$ cat src/rtl/sanmoku_pkg.sv
// sanmoku_pkg: shared state encoding, board geometry and per-state o/x cell masks
package sanmoku_pkg;
  typedef enum logic [4:0] {
    S0, S1, S2, S3, S4_0, S4_1, S4_2, S4_3, S4_4, S5, S6_0, S6_1,
    S6_2, S7_0, S7_1, S7_2, S7_3, S7_4, S8, S9, S10_0, S10_1, S10_2, S11
  } statetype;
  localparam int NSTATE = 24;
  localparam int NCELL = 9;
  localparam logic [NCELL-1:0] O_MASK [NSTATE] = '{
    9'h010, 9'h011, 9'h050, 9'h019, 9'h111, 9'h111, 9'h111, 9'h111,
    9'h111, 9'h039, 9'h059, 9'h059, 9'h059, 9'h054, 9'h054, 9'h054,
    9'h054, 9'h054, 9'h0D0, 9'h0D0, 9'h0D2, 9'h0D2, 9'h0D2, 9'h000
  };
  localparam logic [NCELL-1:0] X_MASK [NSTATE] = '{
    9'h000, 9'h002, 9'h001, 9'h102, 9'h006, 9'h00A, 9'h022, 9'h042,
    9'h082, 9'h142, 9'h106, 9'h122, 9'h182, 9'h003, 9'h009, 9'h021,
    9'h081, 9'h101, 9'h005, 9'h007, 9'h00D, 9'h025, 9'h105, 9'h000
  };
endpackage

$ cat src/rtl/sanmoku_state_decode.sv
// sanmoku_state_decode: one-hot state s -> valid (exactly one bit), hold (S11), o_mask/x_mask
module sanmoku_state_decode
  import sanmoku_pkg::*;
(
  input  logic [NSTATE-1:0] s,
  output logic              valid,
  output logic              hold,
  output logic [NCELL-1:0]  o_mask,
  output logic [NCELL-1:0]  x_mask
);
  always_comb begin
    o_mask = '0;
    x_mask = '0;
    for (int i = 0; i < NSTATE; i++) begin
      o_mask = o_mask | (s[i] ? O_MASK[i] : '0);
      x_mask = x_mask | (s[i] ? X_MASK[i] : '0);
    end
  end
  assign valid = $onehot(s);
  assign hold = s[S11];
endmodule

$ cat src/rtl/sanmoku_board_display.sv
// sanmoku_board_display: CLK/RST; s,isNotEnd,userWins in; board_o/x, row_n/col_o/col_x scan, led_win/lose blink, sticky err out
module sanmoku_board_display
  import sanmoku_pkg::*;
#(
  parameter int SCAN_DIV  = 1000,
  parameter int BLINK_DIV = 25000
) (
  input  logic        CLK,
  input  logic        RST,
  input  logic [23:0] s,
  input  logic        isNotEnd,
  input  logic        userWins,
  output logic [8:0]  board_o,
  output logic [8:0]  board_x,
  output logic [2:0]  row_n,
  output logic [2:0]  col_o,
  output logic [2:0]  col_x,
  output logic        led_win,
  output logic        led_lose,
  output logic        err
);
  localparam int SW = $clog2(SCAN_DIV);
  localparam int BW = $clog2(BLINK_DIV);
  logic [23:0] s_q;
  logic v_q, ne_q, ne_d, uw_q, done, res_win, phase;
  logic [SW-1:0] scnt;
  logic [BW-1:0] bcnt;
  logic valid, hold, tc, bt;
  logic [8:0] o_mask, x_mask;
  logic [2:0] row_nx;
  sanmoku_state_decode u_dec (
    .s      (s_q),
    .valid  (valid),
    .hold   (hold),
    .o_mask (o_mask),
    .x_mask (x_mask)
  );
  always_comb begin
    tc = scnt == SW'(SCAN_DIV - 1);
    bt = bcnt == BW'(BLINK_DIV - 1);
    row_nx = tc ? {row_n[1:0], row_n[2]} : row_n;
  end
  // v_q masks the empty stage-1 register right after reset so it is not flagged as illegal.
  // ne_q/ne_d reset to 1 so isNotEnd already low out of reset still forms a falling edge.
  always_ff @(posedge CLK) begin
    if (RST) begin
      s_q <= '0;
      v_q <= 1'b0;
      ne_q <= 1'b1;
      ne_d <= 1'b1;
      uw_q <= 1'b0;
      board_o <= '0;
      board_x <= '0;
      err <= 1'b0;
      scnt <= '0;
      row_n <= 3'b110;
      col_o <= '0;
      col_x <= '0;
      done <= 1'b0;
      res_win <= 1'b0;
      phase <= 1'b0;
      bcnt <= '0;
    end else begin
      s_q <= s;
      v_q <= 1'b1;
      ne_q <= isNotEnd;
      ne_d <= ne_q;
      uw_q <= userWins;
      if (v_q && valid && !hold) begin
        board_o <= o_mask;
        board_x <= x_mask;
      end
      if (v_q && !valid) err <= 1'b1;
      scnt <= tc ? '0 : scnt + 1'b1;
      row_n <= row_nx;
      col_o <= !row_nx[0] ? board_o[2:0] : !row_nx[1] ? board_o[5:3] : board_o[8:6];
      col_x <= !row_nx[0] ? board_x[2:0] : !row_nx[1] ? board_x[5:3] : board_x[8:6];
      if (!done && ne_d && !ne_q) begin
        done <= 1'b1;
        res_win <= uw_q;
        phase <= 1'b1;
        bcnt <= '0;
      end else if (done) begin
        bcnt <= bt ? '0 : bcnt + 1'b1;
        phase <= phase ^ bt;
      end
    end
  end
  assign led_win = res_win & phase;
  assign led_lose = !res_win & phase;
endmodule

$ cat config.mk
export PLATFORM = sky130hd
export DESIGN_NAME = sanmoku_board_display
export DESIGN_NICKNAME = d
export VERILOG_FILES = /design/src/rtl/sanmoku_pkg.sv /design/src/rtl/sanmoku_state_decode.sv /design/src/rtl/sanmoku_board_display.sv
export SDC_FILE = /design/constraint.sdc
export NUM_CORES = 1
export LEC_CHECK = 0
export CAP_MARGIN = 0
export CORE_MARGIN = 1
export CORE_UTILIZATION = 30
export DETAILED_ROUTE_END_ITERATION = 6
export GPL_ROUTABILITY_DRIVEN = 0
export PLACE_DENSITY_LB_ADDON = 0.2
export SYNTH_ARGS = -nofsm -noshare
export SYNTH_HDL_FRONTEND = slang
export SYNTH_SLANG_ARGS = --single-unit
$ cat constraint.sdc
create_clock -name CLK -period 11.3 [get_ports CLK]
set_input_delay 1.695 -clock CLK [delete_from_list [all_inputs] [get_ports CLK]]
set_output_delay 1.695 -clock CLK [all_outputs]
set_load 0.02 [all_outputs]
==> impl_metrics.csv, run 1 <==
group,metric,value,unit
timing,tightest_slew,1.179,ns
global_route,grtUsageMet1,16.99,%
floorplanning,fp-row-count,41,
global_route,use_met2,23.23,%
logic_synthesis,ys_ff_latch,83,
logic_synthesis,syn-num-nets,461,
worst_setup_path,crit_required,11.48,ns
global_route,grt_util_met3,4.707,%
power_and_ir_drop,p_int,702.6,uW
global_route,grt_usage,14.16,%
logic_synthesis,synthFlopType,"dfxtp_1",
global_route,gr-total-overflow,0,
logic_synthesis,synth_edf_count,0,
power_and_ir_drop,power_density,217.9,nW/um^2
power_and_ir_drop,ir_drop,0.00009263,V
drt,vias,2881,
worst_setup_path,path_max_fanout,13,
job,drv_cap,0,
cts,post_cts_buffers,0,
logic_synthesis,yosys_warnings,0,
power_and_ir_drop,seqPwrFrac,34.8,%
logic_synthesis,yosys-top-cells-count,"dfxtp_1, nor2_1, inv_1",
cts,holdBufCountCts,0,
logic_synthesis,syn_area,3876,sq um
global_route,antenna_found_initial,0,
timing,fmax,184.2,MHz
worst_setup_path,worstSetupEndpointType,"flop",
drt,viasPerCell,4.595,
logic_synthesis,synthCells,398,
final_layout,syn_to_final_growth,25.56,%
drt,wl,8665,microns
power_and_ir_drop,p_switching,358.2,uW
timing,finalHoldViolations,0,
timing,tns,0,ns
global_route,grt_pass1_vias,2835,
floorplanning,core_area,12620,sq um
logic_synthesis,synthTopCellsByArea,"dfxtp_1, fa_1, ha_1",
timing,fin_skew,0.006110,ns
timing,rsz0062_at_grt,"false",
global_route,grt_pass1_wl,14180,microns
worst_setup_path,crit_type,"reg -> reg",
min_path,hold_class,"reg -> reg",
worst_setup_path,critPathLaunchType,"flop",
cts,cts_inserted_buffers,9,
global_route,grt_max_degree,58,
floorplanning,die-area,13380,sq um
logic_synthesis,yosys.area.top_type_share,42.87,%
timing,final-setup-viol-count,0,
power_and_ir_drop,clkPwrFrac,29.4,%
cts,htreeDepth,3,
power_and_ir_drop,pwr-share-comb,35.8,%
global_route,grt_busiest_layer,"met2",
final_layout,diodes,0,
drt,post_drt_wl_per_cell,13.82,microns
cts,cts.repair.resized,0,
power_and_ir_drop,p_total,1061,uW
place,portBuffers,56,
drt,first_pass_iters,4,
logic_synthesis,synth_cell_type_count,50,
timing,finalCritPeriodShare,48.03,%
final_layout,nets,513,
worst_setup_path,crit_arrival,5.61,ns
timing,slew_headroom,21.25,%
logic_synthesis,avgSynthCellArea,9.739,sq um
logic_synthesis,yosysSeqAreaShare,42.87,%
timing,whs,0.4422,ns
cts,clock-sinks,83,
floorplanning,die_h,115.7,microns
timing,drv_slew,0,
logic_synthesis,async_reset_ff_share,0,%
cts,clock_latency,0.34,ns
drt,drtIter0Drc,130,
cts,cts_tree,"built",
logic_synthesis,synth_top_area_cell,"dfxtp_1",
cts,clk_pin_slew,0.06,ns
logic_synthesis,yosysMostFrequentCell,"dfxtp_1",
power_and_ir_drop,p_leak,0.001864,uW
cts,ctsRootBufferMaster,"clkbuf_16",
timing,min_period,5.427,ns
power_and_ir_drop,sw_frac_of_total,33.76,%
place,dp_hpwl,6544,microns
cts,cts_buffer_depth,2,
final_layout,drive_gt1_share,7.912,%
floorplanning,die_x,115.7,microns
drt,drt.antenna.violating_nets,0,
floorplanning,pin_count,58,
drt,remaining_drc_errors,0,
run_status,status,"finished clean",
floorplanning,initial_core_util,30.72,%
[stage by stage]
stage	setup slack (ns)	area [sq um]	cells	util (%)
finish	5.873	4867	627	38.57
global placement	6.072	4547	611	36.03
detailed placement	5.909	4547	611	36.03
floorplan	6.514	3876	398	-
global route	5.591	4867	627	38.57
CTS	5.875	4867	627	38.57
[cell families after synthesis]
group	synth area share, %
AND/OR/NAND/NOR	19.50
adder cells (fa/ha/maj)	14.40
multiplexers	1.646
AO/OA/AOI/OAI	10.72
XOR/XNOR	4.519
buffers and inverters	6.262
flip-flops	42.87
other	0.09674
[state kept, by name, summed over array words and instances, names as in the netlist, 3 cells and up]
register  flops
col_x         3
col_o         3
board_x       8
bcnt         15
s_q          24
scnt         10
row_n         3
board_o       9
[worst max-delay path: stages, from the launching register on]
cell,delay (ns)
dfxtp_1,0.37
inv_1,0.08
ha_1,0.33
fa_1,0.54
fa_1,0.44
fa_1,0.50
fa_1,0.56
ha_1,0.21
fa_1,0.44
or3b_1,0.39
a2111oi_2,0.39
o22ai_1,0.25
nor2_2,0.57
a311oi_1,0.17
[metal layers]
layer / up-vias / wire length (microns)
met5: - / 0
li1: 1443 / -
met2: 59 / 4123
met3: 14 / 362
met4: 0 / 231
met1: 1365 / 3947
[power groups by stage]
stage / logic (uW) / registers, uW / clock network [uW]
CTS: 381 / 370 / 321
global placement: 369 / 375 / 0
finish: 380 / 369 / 312
floorplan: 244 / 406 / 0
global route: 418 / 374 / 335
detailed placement: 378 / 376 / 0
[final cells by class]
cell class	count	area (sq um)
Clock inverter	4	73.82
Fill cell	1317	7752
Sequential cell	83	1662
Clock buffer	12	246.5
Timing Repair Buffer	57	563.0
Multi-Input combinational cell	263	1972
Inverter	36	135.1
Tap cell	172	215.2
[placed cells by master, fill, tap and decap left out, types with 5 or more instances in the layout]
master,instances
dfxtp_1,83
clkdlybuf4s50_1,55
nor2_1,39
inv_1,36
a21oi_1,29
nor2b_1,27
ha_1,19
nand2_1,16
fa_1,16
xor2_1,15
nand3_1,12
nor3_1,12
clkbuf_16,9
and3_1,7
nand4_1,6
a311oi_1,6
a211oi_2,6
xnor2_1,5
o221a_2,5
[final timing paths]
| kind | from | endpoint | slack (ns) | cells past startpoint |
|---|---|---|---|---|
| worst max-delay path | s_q[4] | board_x[8] | 5.87 | 13 |
| worst min-delay path | ne_q | ne_d | 0.44 | 1 |
| worst max register to register | s_q[4] | board_x[8] | 5.87 | 13 |
| worst min register to register | ne_q | ne_d | 0.44 | 1 |
Note: power is estimated with default switching activity, not from simulation.
==> run 2: changes to the inputs <==
- clock period: 11.3 -> 5.6 ns (I/O delays scaled with it)
==> impl_metrics.csv, run 2 (synthesis results as in run 1) <==
group,metric,value,unit
drt,first_pass_iters,4,
power_and_ir_drop,ir_drop,0.0002354,V
job,drv_cap,0,
floorplanning,die_h,115.7,microns
power_and_ir_drop,p_leak,0.001861,uW
worst_setup_path,critPathSlowestCell,"fa_1",
global_route,grt_pass1_vias,2861,
timing,finalHoldViolations,0,
global_route,grt_pass1_wl,14150,microns
timing,slew_headroom,21.15,%
cts,clock_latency,0.34,ns
worst_setup_path,crit_path_max_incr_delay,0.56,ns
floorplanning,core_area,12620,sq um
global_route,grt_usage,13.97,%
floorplanning,die_x,115.7,microns
cts,clock-sinks,83,
final_layout,nets,515,
timing,tightest_slew,1.180,ns
timing,whs,0.4401,ns
timing,rsz0062_at_grt,"false",
final_layout,fillers,1284,
floorplanning,fp-row-count,41,
global_route,grt_max_degree,58,
floorplanning,die-area,13380,sq um
cts,cts_buffer_depth,2,
worst_setup_path,critPathLaunchType,"flop",
place,dp_hpwl,6397,microns
global_route,antenna_found_initial,0,
drt,drtIter0Drc,150,
worst_setup_path,crit_arrival,5.39,ns
drt,remaining_drc_errors,0,
worst_setup_path,crit_type,"reg -> reg",
worst_setup_path,worstSetupEndpointType,"flop",
drt,post_drt_wl_per_cell,13.52,microns
timing,fin_skew,0.007655,ns
cts,ctsRootBufferMaster,"clkbuf_16",
final_layout,drive_gt1_share,8.972,%
timing,min_period,5.200,ns
timing,final-setup-viol-count,0,
floorplanning,pin_count,58,
floorplanning,initial_core_util,30.72,%
timing,drv_slew,0,
cts,htreeDepth,3,
worst_setup_path,cp_common_cell,"fa_1",
global_route,gr-total-overflow,0,
final_layout,top_register,"s_q",
drt,vias,2873,
timing,finalCritPeriodShare,92.86,%
worst_setup_path,crit_chain,"inv_1 -> ha_1 -> fa_1 -> fa_1 -> fa_1 -> fa_1 -> ha_1 -> fa_1 -> or3b_1 -> a2111oi_2 -> o22ai_1 -> nor2_2 -> buf_4 -> a311oi_1",
cts,cts_inserted_buffers,9,
final_layout,largest_reg_flops,24,
place,portBuffers,56,
power_and_ir_drop,power_density,436.6,nW/um^2
drt,viasPerCell,4.568,
timing,fmax,192.3,MHz
final_layout,reg_top3,"s_q x24, bcnt x15, scnt x10",
run_status,status,"finished clean",
cts,post_cts_buffers,0,
timing,tns,0,ns
worst_setup_path,path_max_fanout,12,
final_layout,final_cell_mix,"dfxtp_1, clkdlybuf4s50_1, nor2_1",
worst_setup_path,crit_required,5.79,ns
cts,cts_tree,"built",
drt,wl,8507,microns
min_path,hold_class,"reg -> reg",
final_layout,syn_to_final_growth,25.50,%
final_layout,diodes,0,
final_layout,mostFrequentLayoutCell,"dfxtp_1",
drt,drt.antenna.violating_nets,0,
cts,clk_pin_slew,0.07,ns
## run 2: cell count changes in the layout (fill, tap and decap cells not counted)
cell | before | now
inv_6 | 0 | 2
clkinvlp_4 | 0 | 2
buf_4 | 1 | 3
bufinv_16 | 2 | 1
clkbuf_8 | 1 | 0
clkbuf_1 | 2 | 0
o22a_2 | 0 | 1
o22a_1 | 1 | 0
## run 2: worst paths after layout
| path | from | end | slack [ns] | cells after the start |
|---|---|---|---|---|
| worst max-delay path | s_q[4] | board_x[8] | 0.40 | 14 |
| worst min-delay path | ne_q | ne_d | 0.44 | 1 |
| worst max register to register | s_q[4] | board_x[8] | 0.40 | 14 |
| worst min register to register | ne_q | ne_d | 0.44 | 1 |
## run 2: routing by layer
metal	up-vias	part of all wire (%)	global-route usage [%]
li1	1447	-	-
met1	1359	47	17.35
met2	52	47	22.91
met3	15	3.4	3.609
met4	0	2.4	6.154
met5	-	0	0
## run 2: area by class of cell
cell class	instances	area [sq um]	area share [%]
clock inverter	7	76.32	1.569
timing repair buffer	59	578.1	11.88
multi-input combinational	263	1973	40.56
inverter	36	135.1	2.778
clock buffer	9	225.2	4.630
tap	172	215.2	4.424
sequential	83	1662	34.16
## run 2: power by group
group	total, uW	switching [uW]	internal (uW)
registers	744	70.2	674
logic	783	429	354
clock network	597	248	348
## run 2: stage by stage
step	worst slack, ns	total power, uW	util (%)	cells	area [sq um]
after CTS	0.2247	2139	38.54	629	4863
after global placement	0.3836	1519	36.15	613	4562
after floorplan	0.8141	1311	-	398	3876
after global routing	0.02596	2266	38.55	629	4865
after detailed placement	0.2767	1535	36.15	613	4562
final	0.4001	2124	38.55	629	4865
## run 2: critical path, delay by kind of cell, from the launching register on
family                   cells  cell delay, ns
AND/OR/NAND/NOR              2            0.55
adder cells (fa/ha/maj)      7            2.97
buffers and inverters        2            0.32
flip-flops                   1            0.39
AO/OA/AOI/OAI                3            0.82
## run 2: what timing repair did
| action | in CTS | in global routing |
|---|---|---|
| hold buffers | 0 | 0 |
| resized for setup | 0 | 1 |
| setup endpoints to repair | 0 | 11 |
